===== config.mk =====
export PLATFORM = sky130hd
export DESIGN_NAME = uart_param
export DESIGN_NICKNAME = d
export VERILOG_FILES = /design/src/rtl/uart_param.sv
export SDC_FILE = /design/constraint.sdc
export NUM_CORES = 1
export LEC_CHECK = 0
export BUFFER_PORTS_ARGS = -buffer_cell sky130_fd_sc_hd__buf_2
export CAP_MARGIN = 40
export CORE_UTILIZATION = 50
export CTS_CLUSTER_SIZE = 28
export DETAILED_ROUTE_END_ITERATION = 12
export PLACE_DENSITY = 0.68
export SETUP_SLACK_MARGIN = 0.2
export SLEW_MARGIN = 30
export SYNTH_ARGS = -nofsm -noshare
export SYNTH_HDL_FRONTEND = slang
export SYNTH_SLANG_ARGS = --single-unit

===== constraint.sdc =====
create_clock -name clk -period 2.55 [get_ports clk]
set_input_delay 0.51 -clock clk [delete_from_list [all_inputs] [get_ports clk]]
set_output_delay 0.51 -clock clk [all_outputs]
set_load 0.005 [all_outputs]

===== src/rtl/uart_param.sv =====
// uart_param: parameterised full-duplex UART.
// Frame = start(0), DATA_BITS LSB first, optional odd/even parity, STOP_BITS stop(1).
// RX and TX are independent state machines sharing only clk and reset.
module uart_param #(
  parameter int CLK_DIV   = 868,  // clock cycles per bit period (8..65535)
  parameter int DATA_BITS = 8,    // data bits per frame (5..9)
  parameter int PARITY    = 0,    // 0 none, 1 odd, 2 even
  parameter int STOP_BITS = 1     // 1 or 2
) (
  input  logic                 clk,
  input  logic                 reset,
  input  logic                 rx_in,
  output logic                 rx_valid,
  output logic [DATA_BITS-1:0] rx_data,
  output logic                 rx_parity_err,
  output logic                 rx_frame_err,
  input  logic                 tx_valid,
  input  logic [DATA_BITS-1:0] tx_data,
  output logic                 tx_ready,
  output logic                 tx_out
);

  localparam int               CNT_W     = $clog2(CLK_DIV);
  localparam logic [CNT_W-1:0] BIT_LAST  = CNT_W'(CLK_DIV - 1);
  localparam logic [CNT_W-1:0] HALF_LAST = CNT_W'(CLK_DIV / 2 - 1);
  localparam logic [3:0]       DATA_LAST = 4'(DATA_BITS - 1);
  localparam logic [3:0]       STOP_LAST = 4'(STOP_BITS - 1);
  localparam bit               HAS_PAR   = (PARITY != 0);

  localparam logic [2:0] RX_IDLE  = 3'd0;
  localparam logic [2:0] RX_START = 3'd1;
  localparam logic [2:0] RX_DATA  = 3'd2;
  localparam logic [2:0] RX_PAR   = 3'd3;
  localparam logic [2:0] RX_STOP  = 3'd4;
  localparam logic [2:0] RX_DONE  = 3'd5;

  localparam logic [2:0] TX_IDLE  = 3'd0;
  localparam logic [2:0] TX_START = 3'd1;
  localparam logic [2:0] TX_DATA  = 3'd2;
  localparam logic [2:0] TX_PAR   = 3'd3;
  localparam logic [2:0] TX_STOP  = 3'd4;

  // ---------------------------------------------------------------- RX
  logic [1:0]           sync_q;
  logic                 rx_s;
  logic [2:0]           rx_state_q, rx_state_d;
  logic [CNT_W-1:0]     rx_cnt_q, rx_cnt_d;
  logic [3:0]           rx_idx_q, rx_idx_d;
  logic [DATA_BITS-1:0] rx_shift_q, rx_shift_d;
  logic                 rx_par_q, rx_par_d;
  logic                 rx_facc_q, rx_facc_d;
  logic                 rx_armed_q, rx_armed_d;
  logic [DATA_BITS-1:0] rx_data_q, rx_data_d;
  logic                 rx_perr_q, rx_perr_d;
  logic                 rx_ferr_q, rx_ferr_d;
  logic                 rx_par_bad;

  assign rx_s = sync_q[1];

  // Two-flop synchroniser for the asynchronous receive line.
  always_ff @(posedge clk or negedge reset) begin
    // NOTE: reset to 1 (line idle) so leaving reset never looks like a start bit.
    if (!reset) sync_q <= 2'b11;
    else        sync_q <= {sync_q[0], rx_in};
  end

  // Parity check over the received data plus parity bit.
  always_comb begin
    rx_par_bad = 1'b0;
    if (PARITY == 1)      rx_par_bad = ~(^{rx_shift_q, rx_par_q});
    else if (PARITY == 2) rx_par_bad = ^{rx_shift_q, rx_par_q};
  end

  // RX next-state: mid-bit sampling, glitch rejection, break re-arm.
  always_comb begin
    // NOTE: every output gets a default first, so no path can infer a latch.
    rx_state_d = rx_state_q;
    rx_cnt_d   = rx_cnt_q + 1'b1;
    rx_idx_d   = rx_idx_q;
    rx_shift_d = rx_shift_q;
    rx_par_d   = rx_par_q;
    rx_facc_d  = rx_facc_q;
    rx_armed_d = rx_armed_q;
    rx_data_d  = rx_data_q;
    rx_perr_d  = rx_perr_q;
    rx_ferr_d  = rx_ferr_q;
    case (rx_state_q)
      RX_IDLE: begin
        rx_cnt_d = '0;
        if (rx_s)            rx_armed_d = 1'b1;
        else if (rx_armed_q) rx_state_d = RX_START;
      end
      RX_START: if (rx_cnt_q == HALF_LAST) begin
        rx_cnt_d  = '0;
        rx_idx_d  = '0;
        rx_facc_d = 1'b0;
        rx_state_d = rx_s ? RX_IDLE : RX_DATA;
      end
      RX_DATA: if (rx_cnt_q == BIT_LAST) begin
        rx_cnt_d   = '0;
        rx_shift_d = {rx_s, rx_shift_q[DATA_BITS-1:1]};
        if (rx_idx_q == DATA_LAST) begin
          rx_idx_d   = '0;
          rx_state_d = HAS_PAR ? RX_PAR : RX_STOP;
        end else begin
          rx_idx_d = rx_idx_q + 4'd1;
        end
      end
      RX_PAR: if (rx_cnt_q == BIT_LAST) begin
        rx_cnt_d   = '0;
        rx_par_d   = rx_s;
        rx_state_d = RX_STOP;
      end
      RX_STOP: if (rx_cnt_q == BIT_LAST) begin
        rx_cnt_d = '0;
        if (!rx_s) rx_facc_d = 1'b1;
        if (rx_idx_q == STOP_LAST) begin
          rx_state_d = RX_DONE;
          rx_data_d  = rx_shift_q;
          rx_perr_d  = rx_par_bad;
          rx_ferr_d  = rx_facc_q | ~rx_s;
        end else begin
          rx_idx_d = rx_idx_q + 4'd1;
        end
      end
      RX_DONE: begin
        rx_cnt_d   = '0;
        rx_armed_d = 1'b0;  // a held-low line must go high before the next start
        rx_state_d = RX_IDLE;
      end
      default: begin
        rx_cnt_d   = '0;
        rx_state_d = RX_IDLE;
      end
    endcase
  end

  // RX state registers.
  always_ff @(posedge clk or negedge reset) begin
    // NOTE: non-blocking assignments so all flops update together on the edge.
    if (!reset) begin
      rx_state_q <= RX_IDLE;
      rx_cnt_q   <= '0;
      rx_idx_q   <= '0;
      rx_shift_q <= '0;
      rx_par_q   <= 1'b0;
      rx_facc_q  <= 1'b0;
      rx_armed_q <= 1'b0;
      rx_data_q  <= '0;
      rx_perr_q  <= 1'b0;
      rx_ferr_q  <= 1'b0;
    end else begin
      rx_state_q <= rx_state_d;
      rx_cnt_q   <= rx_cnt_d;
      rx_idx_q   <= rx_idx_d;
      rx_shift_q <= rx_shift_d;
      rx_par_q   <= rx_par_d;
      rx_facc_q  <= rx_facc_d;
      rx_armed_q <= rx_armed_d;
      rx_data_q  <= rx_data_d;
      rx_perr_q  <= rx_perr_d;
      rx_ferr_q  <= rx_ferr_d;
    end
  end

  assign rx_valid      = (rx_state_q == RX_DONE);
  assign rx_data       = rx_data_q;
  assign rx_parity_err = rx_perr_q;
  assign rx_frame_err  = rx_ferr_q;

  // ---------------------------------------------------------------- TX
  logic [2:0]           tx_state_q, tx_state_d;
  logic [CNT_W-1:0]     tx_cnt_q, tx_cnt_d;
  logic [3:0]           tx_idx_q, tx_idx_d;
  logic [DATA_BITS-1:0] tx_shift_q, tx_shift_d;
  logic                 tx_par_q, tx_par_d;

  // TX next-state: accept in IDLE, then hold each bit for CLK_DIV cycles.
  always_comb begin
    tx_state_d = tx_state_q;
    tx_cnt_d   = tx_cnt_q + 1'b1;
    tx_idx_d   = tx_idx_q;
    tx_shift_d = tx_shift_q;
    tx_par_d   = tx_par_q;
    case (tx_state_q)
      TX_IDLE: begin
        tx_cnt_d = '0;
        tx_idx_d = '0;
        if (tx_valid) begin
          tx_shift_d = tx_data;
          tx_par_d   = (PARITY == 1) ? ~(^tx_data) : ^tx_data;
          tx_state_d = TX_START;
        end
      end
      TX_START: if (tx_cnt_q == BIT_LAST) begin
        tx_cnt_d   = '0;
        tx_idx_d   = '0;
        tx_state_d = TX_DATA;
      end
      TX_DATA: if (tx_cnt_q == BIT_LAST) begin
        tx_cnt_d   = '0;
        tx_shift_d = {1'b0, tx_shift_q[DATA_BITS-1:1]};
        if (tx_idx_q == DATA_LAST) begin
          tx_idx_d   = '0;
          tx_state_d = HAS_PAR ? TX_PAR : TX_STOP;
        end else begin
          tx_idx_d = tx_idx_q + 4'd1;
        end
      end
      TX_PAR: if (tx_cnt_q == BIT_LAST) begin
        tx_cnt_d   = '0;
        tx_idx_d   = '0;
        tx_state_d = TX_STOP;
      end
      TX_STOP: if (tx_cnt_q == BIT_LAST) begin
        tx_cnt_d = '0;
        if (tx_idx_q == STOP_LAST) tx_state_d = TX_IDLE;
        else                       tx_idx_d   = tx_idx_q + 4'd1;
      end
      default: begin
        tx_cnt_d   = '0;
        tx_state_d = TX_IDLE;
      end
    endcase
  end

  // TX state registers.
  always_ff @(posedge clk or negedge reset) begin
    if (!reset) begin
      tx_state_q <= TX_IDLE;
      tx_cnt_q   <= '0;
      tx_idx_q   <= '0;
      tx_shift_q <= '0;
      tx_par_q   <= 1'b0;
    end else begin
      tx_state_q <= tx_state_d;
      tx_cnt_q   <= tx_cnt_d;
      tx_idx_q   <= tx_idx_d;
      tx_shift_q <= tx_shift_d;
      tx_par_q   <= tx_par_d;
    end
  end

  // Line driver decoded from registered state; idle and stop are high.
  always_comb begin
    tx_out = 1'b1;
    case (tx_state_q)
      TX_START: tx_out = 1'b0;
      TX_DATA:  tx_out = tx_shift_q[0];
      TX_PAR:   tx_out = tx_par_q;
      default:  tx_out = 1'b1;
    endcase
  end

  assign tx_ready = (tx_state_q == TX_IDLE);

endmodule


==> flow_summary.toml <==
[status]
status = "complete, no violations"

[power_and_ir_drop]
vdd_drop_max_mv = 0.414
p_leak_uw = 0.00163
power.density_cell_area_mw_per_mm2 = 775
total_power_draw_uw = 2820

[clocking]
clock_tree.htree_level_count = 3
postCtsHoldBufs = 0
cts_resized = 0
cts_buf_count = 9
cts_buffer_depth = 2
cts.clk_slew.worst_paths_ns = 0.07
ctsRootBufferMaster = "sky130_fd_sc_hd__clkbuf_8"
insertion_delay_to_the_later_sink_of_the_worst_skew_pair_ns = 0.33
cts_tree = "built"
cts_num_sinks = 64
cts.repair_timing.setup_buffer_count = 0

[synth]
synth_largest_area_cell = "sky130_fd_sc_hd__dfrtp_1"
yosysTopAreaCellShare_pct = 47.7
yosys-mux-area-fraction_pct = 11.7
synth_enable_flop_cells = 0
synth_compound_gate_area_share_pct = 8.23
synth_simple_gate_area_share_pct = 18.1
share_of_synthesized_flip_flops_with_an_asynchronous_set_or_reset_pct = 100
number_of_standard_cells_after_synthesis = 299
total_nets_after_synthesis = 318
synth.yosys.warnings = 0
combinational_family_with_the_most_area_after_synthesis = "simple AND/OR/NAND/NOR gates"
synth_xor_area_share_pct = 6.73
synth_area_mm2 = 0.00325
syn-mean-instance-area_um2 = 10.9
ys_dominant_reg_cell = "sky130_fd_sc_hd__dfrtp_1"
synth_top_cells_by_area = "sky130_fd_sc_hd__dfrtp_1 48%, sky130_fd_sc_hd__mux2_2 11%, sky130_fd_sc_hd__xnor2_1 4.3%"
synth.ff_latch_count = 64
synth_cell_type_count = 49
post_synth_fa_ha_maj_area_fraction_pct = 2.69
portion_of_the_post_synthesis_area_used_by_sequential_elements_pct = 49.3

[setup_path]
crit_path_cell_trace = "inv_1 > nor3_1 > a21oi_1 > or2_2 > buf_2"
startpoint_type = "flop"
rrSetupSlack_ns = 0.49
worst_path_dominant_cell_family = "flip-flops"
worst-path-stages = 5
critical-path-max-stage-delay_ns = 0.52
crit_start = "tx_state_q[1]"
r2r-start = "rx_cnt_q[0]"
worst_path_max_delay_cell = "sky130_fd_sc_hd__dfrtp_1"
path_buf_inv = 2
timing.critical_path.arrival_ns = 1.63
ff2ff_path_depth = 5
critical_path.reg2reg.endpoint = "rx_shift_q[6]"
cp.required_ns = 2.04
timing.critical_path.to_type = "primary output"
cp-endpoint = "tx_out"
worst-path-max-fanout = 9
criticalPathCategory = "flop to primary output"

[finish]
n_fill_cell = 537
area_delta_synth_final_pct = 11.9
register_area_mm2 = 0.00160
design_area_mm2 = 0.00364
drive_gt1_share_pct = 26.0
finish.net_count = 348
multiInputGateArea_mm2 = 0.00155
antenna_cells_inserted = 0

[placement]
detailed_place_hpwl_um = 3820
dpl-instance-area_mm2 = 0.00346
io_buffers = 23
pre_cts_slack_ns = 0.490
place.gp.congestion = 0.782

[floorplan]
initial_utilization_pct = 51.5
core-area_mm2 = 0.00631
height_of_the_die_um = 82.6
boundaryPins = 25
floorplan.die.width_um = 82.6
fp-row-count = 29
die-area_mm2 = 0.00683

[timing]
timing.hold.ws_ns = 0.185
max-slew-margin-rel_pct = 60.3
finClkSkew_ns = 0.00954
min_period_over_period_pct = 83.9
finalMaxSlewViolations = 0
grt_setup_unrepaired = "false"
postLayoutSetupSlackWorst_ns = 0.411
final_hold_viol_count = 0
finalWorstPathRequiredPeriod_ns = 2.14
maxClockFrequency_ghz = 0.467
setup_viol = 0
fin_tns_setup_ns = 0
worstMarginPinSlew_ns = 0.596

[global_routing]
grt_first_pass_wirelength_um = 9130
grt_max_degree = 41
grtUsageTotal_pct = 17.8
via_count_of_the_first_global_routing_pass = 2068
grt_overflow_total = 0
number_of_antenna_violations_at_the_first_check_in_global_routing = 0

[hold_path]
hp-class = "primary input to async pin"

[drt]
vias_per_cell = 5.42
routed_wire_length_per_instance_um = 13.0
routed_wl_um = 5350
antenna_violating_nets_post_route = 0
drtIter0Drc = 136
drc = 0
vias = 2229
detail_route.first_pass.iterations = 4

[run]
max_cap_viol_count = 0
[power by group]
group / internal (uW) / total, uW / leakage (uW) / switching (uW)
combinational: 333 / 689 / 0.000695 / 356
clock: 448 / 803 / 0.0000941 / 356
sequential: 1170 / 1330 / 0.000844 / 158
total: 1950 / 2820 / 0.00163 / 870
[layout make-up]
class / instances / area share, %
Multi-Input combinational cell: 214 / 42.6
Clock inverter: 4 / 1.24
Inverter: 12 / 1.24
Clock buffer: 12 / 3.71
Timing Repair Buffer: 28 / 4.54
Tap cell: 77 / 2.65
Sequential cell: 64 / 44.1
[cells by family after synthesis]
family,count (synthesis)
AOI/OAI and AO/OA,42
buffers and inverters,21
adders and majority gates,7
xor gates and xnor gates,25
muxes,34
other,1
and+or+nand+nor,105
DFF,64
[metal layers]
layer | GRT usage [%] | part of all wire [%] | up-vias
li1 | - | - | 1096
met2 | 27.7 | 46 | 44
met1 | 23.3 | 49 | 1082
met4 | 8.28 | 1.6 | 0
met3 | 4.18 | 3.8 | 7
met5 | 0 | 0 | -
[worst min-delay path by stage]
| stage | startpoint | to | slack (ns) | cells after the start |
|---|---|---|---|---|
| final | reset | rx_idx_q[0] | 0.19 | 1 |
| after global routing | reset | rx_idx_q[3] | 0.22 | 1 |
| after CTS | reset | rx_idx_q[3] | 0.19 | 1 |
| after detailed placement | sync_q[0] | sync_q[1] | 0.35 | 0 |
| after global placement | sync_q[0] | sync_q[1] | 0.35 | 0 |
| after floorplan | reset | rx_armed_q | 0.21 | 0 |
[through the flow]
| step | util [%] | cells |
|---|---|---|
| 6_report | 57.6 | 411 |
| 5_1_grt | 57.6 | 411 |
| 4_1_cts | 57.6 | 411 |
| 3_5_place_dp | 54.8 | 395 |
| 3_3_place_gp | 54.8 | 395 |
| 2_1_floorplan | - | 299 |
[sequential cells by signal (all words and copies together) (netlist names)]
signal        cells
tx_shift_q        8
rx_shift_q        8
rx_idx_q          4
tx_idx_q          4
rx_facc_q         1
rx_data           8
rx_armed_q        1
tx_par_q          1
rx_cnt_q         10
rx_state_q        3
rx_frame_err      1
tx_cnt_q         10
tx_state_q        3
sync_q            2
[cells in the mapped netlist (4+ instances only)]
library cell / count
sky130_fd_sc_hd__ha_1: 7
sky130_fd_sc_hd__o31ai_1: 4
sky130_fd_sc_hd__inv_1: 12
sky130_fd_sc_hd__xnor2_1: 16
sky130_fd_sc_hd__dfrtp_1: 62
sky130_fd_sc_hd__mux2_2: 33
sky130_fd_sc_hd__buf_4: 4
sky130_fd_sc_hd__nand2b_1: 4
sky130_fd_sc_hd__buf_2: 4
sky130_fd_sc_hd__nand2_1: 11
sky130_fd_sc_hd__xor2_1: 9
sky130_fd_sc_hd__o21ai_0: 18
sky130_fd_sc_hd__nor2_1: 37
sky130_fd_sc_hd__nor3_1: 6
sky130_fd_sc_hd__nand3_1: 13
sky130_fd_sc_hd__a21oi_1: 7
[cells in the final DEF (no fill, tap or decap), drive strengths merged, types with 5 or more instances in the layout]
cell / count
mux2: 33
or2: 5
dfrtp: 62
clkbuf: 12
a21oi: 7
nor3: 8
ha: 7
nor3b: 5
nor2: 37
nand2: 11
o21ai: 18
xor2: 9
buf: 28
inv: 12
xnor2: 16
nand3: 13
No activity file was read; power rests on OpenSTA's default activity.
